--- config.mk ---
export PLATFORM = sky130hd
export DESIGN_NAME = debounce_bank
export DESIGN_NICKNAME = d
export VERILOG_FILES = /design/src/rtl/debounce_bank.sv
export SDC_FILE = /design/constraint.sdc
export NUM_CORES = 1
export LEC_CHECK = 0
export CAP_MARGIN = 30
export CORE_UTILIZATION = 30
export CTS_CLUSTER_DIAMETER = 30
export DETAILED_ROUTE_END_ITERATION = 16
export GPL_TIMING_DRIVEN = 0
export PLACE_DENSITY_LB_ADDON = 0.12
export SKIP_LAST_GASP = 1
export SYNTH_ARGS = -nofsm -noshare
export SYNTH_HDL_FRONTEND = slang
export SYNTH_SLANG_ARGS = --single-unit
export TNS_END_PERCENT = 5
--- constraint.sdc ---
create_clock -name clk -period 2.53 [get_ports clk]
set_input_delay 0.253 -clock clk [delete_from_list [all_inputs] [get_ports clk]]
set_output_delay 0.253 -clock clk [all_outputs]
set_load 0.005 [all_outputs]
--- src/rtl/debounce_bank.sv ---
// debounce_bank: multi-channel active-low keypad debouncer.
//
// Each channel feeds a stability counter; a level change is accepted only after
// 2^N consecutive cycles of the new value. Accepted edges produce one-cycle
// press/release pulses, are latched as pending flags, and are handed out one at
// a time through a valid/ready event port (lowest channel first, press before
// release within a channel).
//
// Build option: define DEBOUNCE_SYNC_EN to place a two-flop synchroniser
// (reset to 1) in front of every counter. Leave it undefined only when the key
// inputs already come from the clk domain.
module debounce_bank #(
    parameter int  CHANNELS = 4,
    parameter int  N        = 16,
    localparam int CW       = (CHANNELS > 1) ? $clog2(CHANNELS) : 1
) (
    input  logic                clk,
    input  logic                rst,
    input  logic [CHANNELS-1:0] key,
    output logic [CHANNELS-1:0] key_level,
    output logic [CHANNELS-1:0] press_pulse,
    output logic [CHANNELS-1:0] release_pulse,
    output logic                any_pressed,
    output logic                event_valid,
    input  logic                event_ready,
    output logic [CW-1:0]       event_chan,
    output logic                event_press,
    output logic                overflow
);

    localparam logic [N-1:0] CNT_MAX = '1;
    localparam logic [N-1:0] CNT_ONE = N'(1);

    // Input seen by the stability counters.
    logic [CHANNELS-1:0] s;

`ifdef DEBOUNCE_SYNC_EN
    logic [CHANNELS-1:0] sync_a;
    logic [CHANNELS-1:0] sync_b;

    // Two-flop synchroniser; resets to the released level so reset never looks like a press.
    always_ff @(posedge clk or posedge rst) begin
        if (rst) begin
            sync_a <= '1;
            sync_b <= '1;
        end else begin
            sync_a <= key;
            sync_b <= sync_a;
        end
    end

    assign s = sync_b;
`else
    assign s = key;
`endif

    // ------------------------------------------------------------------
    // Stability counters and debounced level
    // ------------------------------------------------------------------
    logic [CHANNELS-1:0][N-1:0] cnt;
    logic [CHANNELS-1:0][N-1:0] cnt_next;
    logic [CHANNELS-1:0]        level_next;
    logic [CHANNELS-1:0]        press_next;
    logic [CHANNELS-1:0]        release_next;

    // Per-channel counter update: clear on agreement, toggle the level at terminal count.
    always_comb begin
        cnt_next     = cnt;
        level_next   = key_level;
        press_next   = '0;
        release_next = '0;
        for (int i = 0; i < CHANNELS; i++) begin
            if (s[i] == key_level[i]) begin
                cnt_next[i] = '0;
            end else if (cnt[i] == CNT_MAX) begin
                cnt_next[i]     = '0;
                level_next[i]   = ~key_level[i];
                // Level is active low: leaving 1 is a press, leaving 0 is a release.
                press_next[i]   = key_level[i];
                release_next[i] = ~key_level[i];
            end else begin
                cnt_next[i] = cnt[i] + CNT_ONE;
            end
        end
    end

    // Register counters, level, pulses and any_pressed together so they stay in step.
    always_ff @(posedge clk or posedge rst) begin
        if (rst) begin
            cnt           <= '0;
            key_level     <= '1;
            press_pulse   <= '0;
            release_pulse <= '0;
            any_pressed   <= 1'b0;
        end else begin
            cnt           <= cnt_next;
            key_level     <= level_next;
            press_pulse   <= press_next;
            release_pulse <= release_next;
            any_pressed   <= ~(&level_next);
        end
    end

    // ------------------------------------------------------------------
    // Pending edge flags and event selection
    // ------------------------------------------------------------------
    logic [CHANNELS-1:0] pp;
    logic [CHANNELS-1:0] rp;
    logic [CHANNELS-1:0] clr_p;
    logic [CHANNELS-1:0] clr_r;
    logic [CHANNELS-1:0] pp_next;
    logic [CHANNELS-1:0] rp_next;
    logic                ovf_set;
    logic                load;
    logic                sel_found;
    logic [CW-1:0]       sel_chan;
    logic                sel_press;

    // The event register can take a new entry when empty or being drained this cycle.
    assign load = !event_valid || event_ready;

    // Pick the lowest pending channel; descending scan so the lowest index wins.
    always_comb begin
        sel_found = 1'b0;
        sel_chan  = '0;
        sel_press = 1'b0;
        for (int i = CHANNELS - 1; i >= 0; i--) begin
            if (pp[i] || rp[i]) begin
                sel_found = 1'b1;
                sel_chan  = CW'(i);
                sel_press = pp[i];
            end
        end
    end

    // Flag bookkeeping: the loaded flag clears, new pulses set, a set on a live flag overflows.
    always_comb begin
        clr_p = '0;
        clr_r = '0;
        for (int i = 0; i < CHANNELS; i++) begin
            if (load && sel_found && (sel_chan == CW'(i))) begin
                clr_p[i] = sel_press;
                clr_r[i] = !sel_press;
            end
        end
        // A set in the same cycle as a clear wins without counting as a lost edge.
        pp_next = (pp & ~clr_p) | press_pulse;
        rp_next = (rp & ~clr_r) | release_pulse;
        ovf_set = (|(press_pulse & pp & ~clr_p)) || (|(release_pulse & rp & ~clr_r));
    end

    // Pending flags and the sticky overflow indicator.
    always_ff @(posedge clk or posedge rst) begin
        if (rst) begin
            pp       <= '0;
            rp       <= '0;
            overflow <= 1'b0;
        end else begin
            pp <= pp_next;
            rp <= rp_next;
            if (ovf_set) begin
                overflow <= 1'b1;
            end
        end
    end

    // ------------------------------------------------------------------
    // Event output register
    // ------------------------------------------------------------------

    // Load the selected flag when the register is free; contents hold while stalled.
    always_ff @(posedge clk or posedge rst) begin
        if (rst) begin
            event_valid <= 1'b0;
            event_chan  <= '0;
            event_press <= 1'b0;
        end else if (load) begin
            if (sel_found) begin
                event_valid <= 1'b1;
                event_chan  <= sel_chan;
                event_press <= sel_press;
            end else begin
                event_valid <= 1'b0;
            end
        end
    end

endmodule

==> impl.org <==
** Run status
- The flow ran to the end, and the final reports show no timing, DRC or antenna violations.

** Die
- Effective utilization at floorplan :: 0.307
- The floorplan step set the die height to 118 um.
- Core Area :: 13,200 um^2
- Num rows :: 42
- IO Count :: 25
- The floorplan step set the die width to 118 um.
- The die covers 14,000 um^2.

** Timing
- Final hold analysis gives a worst-case slack of 0.219 ns.
- Setup repair after global routing could not meet its margin everywhere.
- Final critical-path share of the clock period :: 0.907
- Measured slew at the worst slew-check pin :: 0.686 ns
- Clock period minus final worst setup slack :: 2.29 ns
- Final-layout setup total negative slack :: 0 ns
- The final-report max-slew violation count is 0.
- Relative max-transition margin :: 0.538
- Upper clock frequency limit :: 0.436 GHz
- Setup violators final :: 0
- Clock skew on the completed layout was measured at 0.00547 ns.
- Number of hold-slack violations in the final timing report :: 0

** Drt
- Number of detailed-route iterations in the first pass :: 4
- For this block, the initial DRC count from the detailed router was 142.
- Detailed-route via count :: 2,763
- After detailed routing, the average wire length per cell comes to 12.6 um.
- Once detail routing completed, the nets flagged for antenna violations numbered 0.
- DRC viols :: 0
- The final layout contains routed wiring with a total length of 7700 um.
- In the routed layout, each cell is associated on average with a via count of 4.54.

** Synth
- Async set-reset flop share out of synthesis :: 1.00
- Post-synthesis cell count :: 391
- Yosys printed 0 warnings.
- Of all cell types, the one taking the most synthesized area is dfrtp_1.
- The post-synthesis compound-gate area fraction is 0.0488.
- Fraction of the yosys area taken by sequential cells :: 0.557
- The cell area that synthesis handed to floorplanning was 4050 um^2.
- Synthesized Nets :: 402
- Post-Synth XOR/XNOR Area :: 0.123
- Post-synth top area share :: 0.532
- Simple-gate area share of the yosys netlist :: 0.225
- Register bit total from synthesis :: 90
- Of the total synthesized cell area, the portion taken by full adders, half adders and majority gates is 0.0124.
- By area, the combinational part of the netlist is dominated by simple AND/OR/NAND/NOR gates.
- Mean post-synth cell area :: 10.4 um^2
- Library cells used by synthesis :: 42
- Counting flops with a built-in enable in the synthesized netlist gives 0.
- Top flip-flop cell by instance count after synthesis :: dfrtp_1
- In the post-synthesis netlist, the biggest area contributors are dfrtp_1 53%, nor2_1 7.0%, xnor2_1 6.5%, xor2_1 5.8%, nand3_1 3.0%.
- Multiplexer area fraction after synthesis :: 0.0121

** Critical path
- For this run, the slowest stage of the critical path takes 0.50 ns.
- The worst setup path is launched from a register.
- For the worst setup path, the data arrival time is 2.51 ns.
- Cell type of the slowest stage on the worst timing path :: nor3_1
- STA classifies the critical path endpoint as a register.
- Critical Path, Cell by Cell :: ha_1 -> nand4_1 -> nor3_1 -> nand4_1 -> nand2b_1 -> buf_2 -> nor2_1
- Top cell by count, worst path :: nand4_1
- Worst setup path class :: reg -> reg
- For the worst setup path, the data required time is 2.75 ns.
- Top fanout value on the critical path :: 10
- Top cell family by delay on the critical path :: simple AND/OR/NAND/NOR gates
- Counting both buffers and inverters, the worst setup path holds a total of 1.

** Clocking
- Count of clock tree sinks :: 90
- CTS buffer count :: 9
- Buffers added to address setup during post-CTS repair amount to 0.
- Clock slew at reported path FFs :: 0.06 ns
- CTS tree :: built
- In this run, post-CTS hold repair placed 0 buffers.
- Root Buffer Master :: clkbuf_16
- Once the clock tree was built, the resizer swapped 0 gates to a different size.
- Clock latency on the worst-skew pair :: 0.33 ns
- In this run the deepest clock path goes through 2 buffers.
- Deepest level of the CTS H-tree :: 3

** Power
- Leakage power of the design :: 2.09 nW
- Across the VDD grid, the largest voltage drop is 0.348 mV.
- Gate power share :: 0.093
- Of the total power, registers draw 0.464.
- Switching power total :: 0.778 mW
- In this run the power density over the cells is 689 nW/um^2.
- Clock Power Share :: 0.442
- Internal Power :: 2.60 mW
- Sw Ratio :: 0.231

** Cells and area
- Of the cells placed in the final design, the portion with a size suffix greater than 1 is 0.0901.
- Most common cell after layout, fill and taps aside :: dfrtp_1
- From synthesis to final layout, the design area changed by 21.0%.
- Leaving out fill and tap cells, the most frequent cells in the layout are 86 x dfrtp_1, 75 x nor2_1, 30 x xnor2_1.
- Final standard cell count with taps included and fillers excluded :: 609
- Diode count :: 0
- For this run, the share of the core covered by cells in the final layout is 0.371.
- The final layout contains 439 nets.

** Global route
- Global routing finished with a remaining overflow of 0.
- Pin count of the biggest net entering global routing :: 42
- First-pass GRT wire length :: 13,800 um
- The via count of the first global-routing pass came to 2,872.
- GR Util All Layers :: 0.123
- The number of antenna violations at the first check in global routing came to 0.

** Place
- Placed Cells incl. Taps :: 593
- Count of port buffers added during placement :: 24
- HPWL after detailed placement :: 5350 um
- The congestion estimate from routability-driven global placement came to 0.774.

** Hold path
- The min-delay analysis places its worst path in the category in -> async.

** Job
- Number of maximum-capacitance constraint violations :: 0
## logic make-up (layout without fill, tap and decap cells)
family | Yosys count | after routing
buffers and inverters | 19 | 61
multiplexers | 4 | 4
XOR/XNOR | 57 | 57
AND/OR/NAND/NOR | 187 | 187
flip-flops | 90 | 90
adder cells (fa/ha/maj) | 4 | 4
AO/OA/AOI/OAI | 30 | 30
## per-stage QoR
stage	power (mW)	instance area, um^2	worst slack (ns)
after CTS	3.43	4890	0.123
final	3.37	4900	0.235
after global routing	3.53	4900	-0.0561
after global placement	1.91	4510	0.158
after floorplan	1.78	4050	0.469
after detailed placement	1.92	4550	0.141
## metal layers
layer	routed length [um]	track usage
met1	4020	0.173
met5	0	0
met2	3320	0.184
met3	206	0.0198
met4	151	0.0593
## worst paths after layout
kind	startpoint	endpoint	slack (ns)	depth (start not counted)
setup / recovery	cnt[32]	cnt[41]	0.24	7
hold / removal	rst	cnt[45]	0.22	2
setup reg to reg	cnt[32]	cnt[41]	0.24	7
hold reg to reg	cnt[48]	cnt[48]	0.48	1
max in group asynchronous	rst	key_level[0]	1.48	4
min in group clk	cnt[48]	cnt[48]	0.48	1
## registers in the layout, summed over array words and instances, names as in the netlist, 2 cells and up
name	cells
release_pulse	4
cnt	64
pp	4
press_pulse	4
key_level	4
event_chan	2
rp	4
## area by class of cell
class / instances / area, um^2
plain buffers: 6 / 35.0
inverters: 13 / 52.6
clock inverters: 4 / 72.6
clock buffers: 12 / 267
well taps: 176 / 220
repair buffers: 26 / 280
multi-input cells: 282 / 1710
flip-flops and latches: 90 / 2260
fillers: 1329 / 8290
## cell usage after synthesis, types with 2 or more instances
cell,count
nor4_1,6
or3_2,3
nand2b_1,6
a21o_1,5
dfrtp_1,86
dfstp_2,4
mux2_2,3
nand3_1,24
o21ai_0,7
xor2_1,27
buf_2,4
o211ai_1,2
and3_1,6
xnor2_1,30
nor2_1,75
nor3b_1,8
ha_1,4
nor3_1,8
nand2_1,28
nand4_1,12
a21oi_1,8
and4_1,3
inv_1,13
## power by group through the flow
stage	registers, mW	logic [mW]	clock network (mW)
2_1_floorplan	1.58	0.195	0
4_1_cts	1.57	0.322	1.54
3_5_place_dp	1.59	0.322	0
5_1_grt	1.58	0.360	1.60
6_report	1.57	0.314	1.49
3_3_place_gp	1.59	0.314	0
Power figures use the tool's default switching activity.
